<file path="src/rtl/mealy_code_pkg.sv">
// Shared constants, types and code-table decode for the Mealy control-code link.
// Used by the receive-side decoder and reusable by sender-side checkers.
package mealy_code_pkg;

  localparam logic [2:0] ST0 = 3'd0;
  localparam logic [2:0] ST1 = 3'd1;
  localparam logic [2:0] ST2 = 3'd2;
  localparam logic [2:0] ST3 = 3'd3;
  localparam logic [2:0] ST4 = 3'd4;

  localparam logic [4:0] C0_D1 = 5'h10;
  localparam logic [4:0] C0_D0 = 5'h0A;
  localparam logic [4:0] C1_D0 = 5'h17;
  localparam logic [4:0] C1_D1 = 5'h14;
  localparam logic [4:0] C2_D1 = 5'h15;
  localparam logic [4:0] C2_D0 = 5'h13;
  localparam logic [4:0] C3_D0 = 5'h1B;
  localparam logic [4:0] C3_D1 = 5'h09;
  localparam logic [4:0] C4_D1 = 5'h1D;
  localparam logic [4:0] C4_D0 = 5'h0D;

  typedef struct packed {
    logic       legal;
    logic [2:0] st;
    logic       din2;
  } code_info_t;

  typedef enum logic {
    HUNT  = 1'b0,
    TRACK = 1'b1
  } trk_t;

  function automatic code_info_t code_decode(
    input logic [4:0] code
  );
    code_info_t r;
    r = '0;
    case (code)
      C0_D1:   r = '{1'b1, ST0, 1'b1};
      C0_D0:   r = '{1'b1, ST0, 1'b0};
      C1_D0:   r = '{1'b1, ST1, 1'b0};
      C1_D1:   r = '{1'b1, ST1, 1'b1};
      C2_D1:   r = '{1'b1, ST2, 1'b1};
      C2_D0:   r = '{1'b1, ST2, 1'b0};
      C3_D0:   r = '{1'b1, ST3, 1'b0};
      C3_D1:   r = '{1'b1, ST3, 1'b1};
      C4_D1:   r = '{1'b1, ST4, 1'b1};
      C4_D0:   r = '{1'b1, ST4, 1'b0};
      default: r = '0;
    endcase
    return r;
  endfunction

endpackage

</file>
<file path="src/rtl/mealy_code_lut.sv">
// Combinational code-to-{legal, state, din2} lookup.
// No state; safe to share with the sender-side checker.
module mealy_code_lut
  import mealy_code_pkg::*;
(
  input  logic [4:0] code,
  output logic       legal,
  output logic [2:0] st,
  output logic       din2
);

  code_info_t info;

  assign info  = code_decode(code);
  assign legal = info.legal;
  assign st    = info.st;
  assign din2  = info.din2;

endmodule

</file>
<file path="src/rtl/mealy_code_decoder.sv">
// Receive-side Mealy code decoder: state/DIN2 recovery, DIN1 inference, lock FSM.
// Define MEALY_DEC_ERR_CNT_EN to add the saturating ERR_CNT output.
module mealy_code_decoder
  import mealy_code_pkg::*;
#(
  parameter int CNT_W = 8
) (
  input  logic             CLK,
  input  logic             RST,
  input  logic [4:0]       CODE_IN,
  input  logic             CODE_VLD,
  output logic             DEC_VLD,
  output logic [2:0]       ST_OUT,
  output logic             CTRL_OUT,
  output logic             DIN1_OUT,
  output logic             DIN1_VLD,
  output logic             LOCKED,
  output logic             ILLEGAL_CODE,
  output logic             SEQ_ERR,
`ifdef MEALY_DEC_ERR_CNT_EN
  output logic [7:0]       ERR_CNT,
`endif
  output logic [CNT_W-1:0] WRAP_CNT
);

  logic       legal;
  logic [2:0] s;
  logic       d2;

  mealy_code_lut u_lut (
    .code  (CODE_IN),
    .legal (legal),
    .st    (s),
    .din2  (d2)
  );

  trk_t             fsm_q, fsm_n;
  logic [2:0]       prev_q, prev_n;
  logic [2:0]       st_q, st_n;
  logic             ctrl_q, ctrl_n;
  logic             din1_q, din1_n;
  logic             dvld_n, dec_n, ill_n, seq_n;
  logic             dvld_q, dec_q, ill_q, seq_q;
  logic [CNT_W-1:0] wrap_q, wrap_n;
  logic             p4, same, step, wrap_hit;

  assign p4       = prev_q == ST4;
  assign same     = !p4 && s == prev_q;
  assign step     = !p4 && s == prev_q + 3'd1;
  assign wrap_hit = p4 && s == ST0;

  always_comb begin
    fsm_n  = fsm_q;
    prev_n = prev_q;
    st_n   = st_q;
    ctrl_n = ctrl_q;
    din1_n = din1_q;
    wrap_n = wrap_q;
    dvld_n = 1'b0;
    dec_n  = 1'b0;
    ill_n  = 1'b0;
    seq_n  = 1'b0;
    if (CODE_VLD) begin
      if (!legal) begin
        ill_n = 1'b1;
        fsm_n = HUNT;
      end else begin
        dec_n  = 1'b1;
        st_n   = s;
        ctrl_n = d2;
        prev_n = s;
        if (fsm_q == HUNT) begin
          if (s == ST0) fsm_n = TRACK;
        end else begin
          dvld_n = 1'b1;
          unique case (1'b1)
            same: din1_n = 1'b0;
            step: din1_n = 1'b1;
            p4 && s == ST4: din1_n = 1'b1;
            wrap_hit: begin
              din1_n = 1'b0;
              wrap_n = wrap_q + CNT_W'(1);
            end
            default: begin
              dvld_n = 1'b0;
              seq_n  = 1'b1;
              fsm_n  = HUNT;
            end
          endcase
        end
      end
    end
  end

  always_ff @(posedge CLK or posedge RST) begin
    if (RST) begin
      fsm_q  <= HUNT;
      prev_q <= ST0;
      st_q   <= ST0;
      ctrl_q <= 1'b0;
      din1_q <= 1'b0;
      wrap_q <= '0;
      dvld_q <= 1'b0;
      dec_q  <= 1'b0;
      ill_q  <= 1'b0;
      seq_q  <= 1'b0;
    end else begin
      fsm_q  <= fsm_n;
      prev_q <= prev_n;
      st_q   <= st_n;
      ctrl_q <= ctrl_n;
      din1_q <= din1_n;
      wrap_q <= wrap_n;
      dvld_q <= dvld_n;
      dec_q  <= dec_n;
      ill_q  <= ill_n;
      seq_q  <= seq_n;
    end
  end

`ifdef MEALY_DEC_ERR_CNT_EN
  logic [7:0] err_q;

  always_ff @(posedge CLK or posedge RST) begin
    if (RST) begin
      err_q <= 8'd0;
    end else if ((ill_n || seq_n) && err_q != 8'hFF) begin
      err_q <= err_q + 8'd1;
    end
  end

  assign ERR_CNT = err_q;
`endif

  assign DEC_VLD      = dec_q;
  assign ST_OUT       = st_q;
  assign CTRL_OUT     = ctrl_q;
  assign DIN1_OUT     = din1_q;
  assign DIN1_VLD     = dvld_q;
  assign LOCKED       = fsm_q == TRACK;
  assign ILLEGAL_CODE = ill_q;
  assign SEQ_ERR      = seq_q;
  assign WRAP_CNT     = wrap_q;

endmodule
</file>
<file path="config.mk">
export PLATFORM = sky130hd
export DESIGN_NAME = mealy_code_decoder
export DESIGN_NICKNAME = d
export VERILOG_FILES = /design/src/rtl/mealy_code_pkg.sv /design/src/rtl/mealy_code_lut.sv /design/src/rtl/mealy_code_decoder.sv
export SDC_FILE = /design/constraint.sdc
export NUM_CORES = 1
export LEC_CHECK = 0
export ABC_AREA = 1
export BUFFER_PORTS_ARGS = -buffer_cell sky130_fd_sc_hd__buf_2
export CAP_MARGIN = 20
export CORE_ASPECT_RATIO = 1.75
export CORE_UTILIZATION = 43
export DETAILED_ROUTE_END_ITERATION = 8
export PLACE_DENSITY_LB_ADDON = 0.08
export SETUP_SLACK_MARGIN = 0.02
export SKIP_CTS_REPAIR_TIMING = 1
export SYNTH_ARGS = -nofsm -noshare
export SYNTH_HDL_FRONTEND = slang
export SYNTH_SLANG_ARGS = --single-unit
</file>
<file path="constraint.sdc">
create_clock -name CLK -period 2.1 [get_ports CLK]
set_input_delay 0.21 -clock CLK [delete_from_list [all_inputs] [get_ports CLK]]
set_output_delay 0.21 -clock CLK [all_outputs]
set_load 0.01 [all_outputs]
</file>
==> results.toml, run 1 <==
[pwr]
power.share.switching = 0.3462
p_per_cell_area_mw_per_mm2 = 718.1
leakage_uw = 0.0008613
seqPwrFrac = 0.424
power.combinational.fraction = 0.317
p_total_uw = 1048
switchingPower_uw = 363.0
vdd.ir_drop.worst_mv = 0.3433
power.clock.fraction = 0.259
internal_power_uw = 685.5

[die]
dieWidth_um = 42.96
floorplan.rows = 25
die_area_mm2 = 0.003165
num_io_pins = 26
initial_core_util = 0.4586
die_height_um = 73.68
fp.coreArea_mm2 = 0.002753

[cells_and_area]
mostFrequentLayoutCell = "nand2_1"
diodes = 0
final_standard_cell_area_without_fillers_mm2 = 0.001460
final_net_count = 208
layout.filler_cells = 284
post_route_cells_drive_above_1_share = 0.2263
mostFrequentLayoutCells = "nand2_1 (50), buf_2 (25), nand3_1 (23), dfrtp_1 (18), inv_1 (17)"
synthToLayoutAreaGrowth_pct = 15.66
finish.utilization = 0.5305

[setup_path]
worstSetupPathType = "reg2reg"
crit_path_end_kind = "flip-flop"
cp.arrival_ns = 1.89
maximum_fanout_encountered_on_the_critical_timing_path = 9
worstRegToRegCells = 9
cp-start-kind = "flip-flop"
cp_data_required_time_ns = 2.23

[logic_synthesis]
synth.distinct_cells = 29
synth_top_cell_by_area = "dfrtp_1"
syn_nets = 180
seq_area_frac_synth = 0.3568
ys_warn_count = 0
yosys_reg_bits = 18
synth_top_cells_by_area = "dfrtp_1 (36%), nand2_1 (15%), nand3_1 (9.1%)"
cells_after_synth = 163
synth_top_area_frac = 0.3568
syn-mean-instance-area_um2 = 7.745
synth_area_mm2 = 0.001262

[timing]
finalHoldViolations = 0
max_freq_ghz = 0.5686
slew-limit-headroom = 0.5564
tightest_slew_ns = 0.6647
min_period_ns = 1.759
fin_tns_setup_ns = 0
unrepaired_setup_endpoints_after_global_routing = "false"
fin_worst_skew_ns = 0.005831
timing.final.max_slew_violations = 0
final-setup-viol-count = 0
final.period_utilization = 0.8374
hold_slack_ns = 0.04612

[detailed_routing]
dr_total_vias = 1134
dr.pass1.iters = 4
viasPerCell = 5.226
route.final.wire_length_um = 2665
routed_wire_length_per_instance_um = 12.28
route.detailed.drc = 0
drtAntennaViolNets = 0
drt_first_iter_violations = 12

[placed_design]
place.gp.congestion = 0.9448
post_dp_cell_area_mm2 = 0.001405
port_buffer_cells = 25
hpwl_um = 2281

[grt]
largest_net_degree_at_the_start_of_global_routing = 19
grt_pass1_wl_um = 4636
grt_antenna_before_repair = 0
globalRoute.totalOverflow = 0
first_global_vias = 1150
grt_use_total = 0.1936

[flow_run]
maxCapViolations = 0

[clock_tree]
tritoncts = "yes"
clkTransAtPathRegs_ns = 0.07
clk_root_buffer_cell = "clkbuf_8"
htree_levels = 1
cts_max_path_buffers = 2
insertion_delay_ns = 0.25
number_of_buffers_inserted_during_clock_tree_synthesis = 3
clock_sink_count = 18

[worst_hold_path]
hp-class = "in2async"

[status]
outcome = "finished, final reports clean"
==> metal layers <==
layer | up-vias | part of all wire | track usage
li1 | 582 | - | -
met1 | 519 | 0.33 | 0.1720
met2 | 25 | 0.60 | 0.3923
met3 | 8 | 0.029 | 0.02703
met4 | 0 | 0.035 | 0.1077
met5 | - | 0 | 0
==> kinds of logic (layout without fill, tap and decap cells) <==
| kind of cell | after synthesis | count (layout) | synth area share |
|---|---|---|---|
| flip-flops | 18 | 18 | 0.3568 |
| adder cells (fa/ha/maj) | 9 | 9 | 0.08920 |
| AND/OR/NAND/NOR | 97 | 97 | 0.3836 |
| buffers and inverters | 22 | 49 | 0.07630 |
| XOR/XNOR | 6 | 6 | 0.04163 |
| AO/OA/AOI/OAI | 11 | 11 | 0.05252 |
==> synth_stat cells <==
library cell and n:
inv_2 1, inv_4 2, ha_1 9, nor2_8 2, xor2_1 2, buf_6 1
o22ai_1 1, nor2_2 1, o21ai_0 3, nand4_2 1, o21a_1 1, nand3_2 1
nor2_1 6, nor2_4 1, buf_2 1, nand2_4 1, o211ai_2 1, and2_1 1
xnor2_1 4, nand4_1 6, nand3_1 23, dfrtp_1 18, o21ai_1 2, nand2_1 50
a21oi_1 3, or2_2 1, nor3_1 1, nand2_2 2, inv_1 17
==> critical path, cell delays in order (launching register included) <==
cell	delay, ns
dfrtp_1	0.44
inv_1	0.14
ha_1	0.16
nand2_1	0.06
inv_1	0.12
nand4_2	0.16
nor2_4	0.24
nand2_4	0.13
o21ai_1	0.13
nand2_1	0.06
==> power by group through the flow <==
stage	sequential, µW	clock [µW]	combinational [µW]
3_3_place_gp	452	0	331
6_report	445	272	332
5_1_grt	453	298	376
4_1_cts	446	278	337
3_5_place_dp	451	0	336
2_1_floorplan	464	0	212
==> sequential cells by signal, indices dropped and copies added (netlist names) <==
register and flops:
ST_OUT 3, SEQ_ERR 1, CTRL_OUT 1, DEC_VLD 1, DIN1_VLD 1, WRAP_CNT 8, LOCKED 1, DIN1_OUT 1
ILLEGAL_CODE 1
==> path summary, 6_finish.rpt <==
| check | startpoint | to | slack [ns] |
|---|---|---|---|
| min | RST | WRAP_CNT[6] | 0.05 |
| max in group asynchronous | RST | WRAP_CNT[3] | 1.62 |
| min in group CLK | CODE_IN[4] | ILLEGAL_CODE | 0.28 |
| max reg2reg | ST_OUT[0] | WRAP_CNT[3] | 0.34 |
| max | ST_OUT[0] | WRAP_CNT[3] | 0.34 |
| min reg2reg | CTRL_OUT | CTRL_OUT | 0.47 |
==> final cells by class <==
class	instances	area, µm²	share of cell area
Multi-Input combinational cell	123	715.7	0.4901
Tap cell	27	33.78	0.02314
Sequential cell	18	450.4	0.3085
Inverter	20	80.08	0.05484
Clock buffer	4	55.05	0.03770
Timing Repair Buffer	25	125.1	0.08569
==> per-stage QoR <==
stage	cells	worst slack [ns]
detailed placement	213	0.1570
global route	217	0.1940
global placement	213	0.1726
finish	217	0.3414
CTS	217	0.3648
floorplan	163	0.5181
Note: power is estimated with default switching activity, not from simulation.
==> run 2, diff against run 1 <==
==> constraint.sdc (replaced) <==
create_clock -name CLK -period 1.8 [get_ports CLK]
set_input_delay 0.18 -clock CLK [delete_from_list [all_inputs] [get_ports CLK]]
set_output_delay 0.18 -clock CLK [all_outputs]
set_load 0.01 [all_outputs]
==> run 2 against run 1 <==
  * Utilization increased by 2.9 points
  * Combinational power grew 26%
  * Non-clock buffer count is 10 higher
  * Worst hold slack got worse by 0.023 ns
  * Critical endpoint unchanged
  * Fmax is 8.6% higher
  * Total power rose by 19%
  * First-iteration DRC count down 8.3%
  * Critical path type unchanged
  * Count of clock-buffer cells in the layout unchanged
  * Critical path depth stayed put
  * Flip-flop and latch count is the same
  * Sequential power is 16% higher
==> results.toml, run 2 (synthesized netlist as in run 1, its figures left out) <==
[detailed_routing]
drt_first_iter_violations = 11
route.final.wire_length_um = 2802
routed_wire_length_per_instance_um = 12.34
viasPerCell = 5.278
route.detailed.drc = 0
drtAntennaViolNets = 0
dr_total_vias = 1198
dr.pass1.iters = 4

[setup_path]
worstRegToRegCells = 9
worstSetupPathType = "reg2reg"
crit_path_end_kind = "flip-flop"
cp-start-kind = "flip-flop"
cp_data_required_time_ns = 1.93
maximum_fanout_encountered_on_the_critical_timing_path = 9
crit-reg2reg-capture = "WRAP_CNT[3]"
rrSetupSlack_ns = 0.18
cp.arrival_ns = 1.75
worstReg2RegStart = "ST_OUT[1]"

[clock_tree]
cts_max_path_buffers = 2
clk_root_buffer_cell = "clkbuf_8"
clkTransAtPathRegs_ns = 0.07
htree_levels = 1
clock_sink_count = 18
tritoncts = "yes"
number_of_buffers_inserted_during_clock_tree_synthesis = 3
insertion_delay_ns = 0.25

[timing]
max_freq_ghz = 0.6178
timing.final.max_slew_violations = 0
min_period_ns = 1.619
finalHoldViolations = 0
final.period_utilization = 0.8993
unrepaired_setup_endpoints_after_global_routing = "false"
final-setup-viol-count = 0
slew-limit-headroom = 0.5486
hold_slack_ns = 0.02339
fin_worst_skew_ns = 0.006109
tightest_slew_ns = 0.6764

[cells_and_area]
mostFrequentLayoutCells = "nand2_1 (50), buf_2 (25), nand3_1 (22), dfrtp_1 (18), inv_1 (17)"
largest_register_ff_count = 8
post_route_cells_drive_above_1_share = 0.2700
synthToLayoutAreaGrowth_pct = 22.00
final_net_count = 218
layout.filler_cells = 293
diodes = 0
mostFrequentLayoutCell = "nand2_1"

[pwr]
p_total_uw = 1252
leakage_uw = 0.0009117
vdd.ir_drop.worst_mv = 0.3260
p_per_cell_area_mw_per_mm2 = 812.6

[die]
fp.coreArea_mm2 = 0.002753
floorplan.rows = 25
initial_core_util = 0.4586
dieWidth_um = 42.96
die_height_um = 73.68
die_area_mm2 = 0.003165
num_io_pins = 26

[grt]
grt_use_total = 0.2077
grt_pass1_wl_um = 5078
globalRoute.totalOverflow = 0
first_global_vias = 1239
grt_antenna_before_repair = 0
largest_net_degree_at_the_start_of_global_routing = 19

[placed_design]
place.gp.congestion = 0.9152
port_buffer_cells = 25
hpwl_um = 2425

[status]
outcome = "finished, final reports clean"

[worst_hold_path]
hp-class = "in2async"

[flow_run]
maxCapViolations = 0
==> run 2: changes by cell type in the layout (fill, tap and decap cells not counted) <==
cell | before | now
buf_4 | 0 | 10
nand3_1 | 23 | 22
nand3_2 | 1 | 2
==> run 2: worst max-delay path, stage by stage (launching register included) <==
cell and delay [ns]:
dfrtp_1 0.42, inv_1 0.11, ha_1 0.15, nand2_1 0.07
inv_1 0.11, nand4_2 0.16, nor2_4 0.18, nand2_4 0.11
o21ai_1 0.14, nand2_1 0.06
==> run 2: final cells by class <==
class / count / area (µm²) / share of cell area
timing repair buffer: 35 / 200.2 / 0.1300
sequential: 18 / 450.4 / 0.2924
inverter: 20 / 80.08 / 0.05199
tap: 27 / 33.78 / 0.02193
multi-input combinational: 123 / 720.7 / 0.4679
clock buffer: 4 / 55.05 / 0.03574
==> run 2: per-layer routing <==
layer / vias to the layer above / share of wire / track usage
li1: 601 / - / -
met1: 561 / 0.33 / 0.1938
met2: 26 / 0.60 / 0.4125
met3: 10 / 0.023 / 0.01720
met4: 0 / 0.052 / 0.1279
met5: - / 0 / 0
==> run 2: report_power, final <==
part           switching (µW)  total, µW  internal (µW)
Combinational             250        417            167
Sequential               54.9        514            459
Clock                     127        321            194
Total                     432       1250            820
==> run 2: worst max-delay path by stage <==
| stage | start | endpoint | slack (ns) |
|---|---|---|---|
| final | ST_OUT[1] | WRAP_CNT[3] | 0.18 |
| after detailed placement | CODE_IN[0] | DIN1_OUT | -0.10 |
| after CTS | CODE_IN[0] | DIN1_OUT | 0.16 |
| after global placement | CODE_IN[0] | DIN1_OUT | -0.03 |
| after floorplan | CODE_IN[0] | WRAP_CNT[3] | 0.25 |
| after global routing | CODE_IN[0] | DIN1_OUT | 0.02 |
==> run 2: stage by stage <==
stage / worst slack (ns) / setup TNS [ns] / cell area [µm²] / cells / util
after floorplan: 0.2481 / 0 / 1262 / 163 / -
after global placement: -0.03420 / -0.03420 / 1480 / 223 / 0.5377
after detailed placement: -0.1029 / -0.1364 / 1480 / 223 / 0.5377
after CTS: 0.1629 / 0 / 1535 / 227 / 0.5577
after global routing: 0.02058 / 0 / 1540 / 227 / 0.5595
final: 0.1813 / 0 / 1540 / 227 / 0.5595
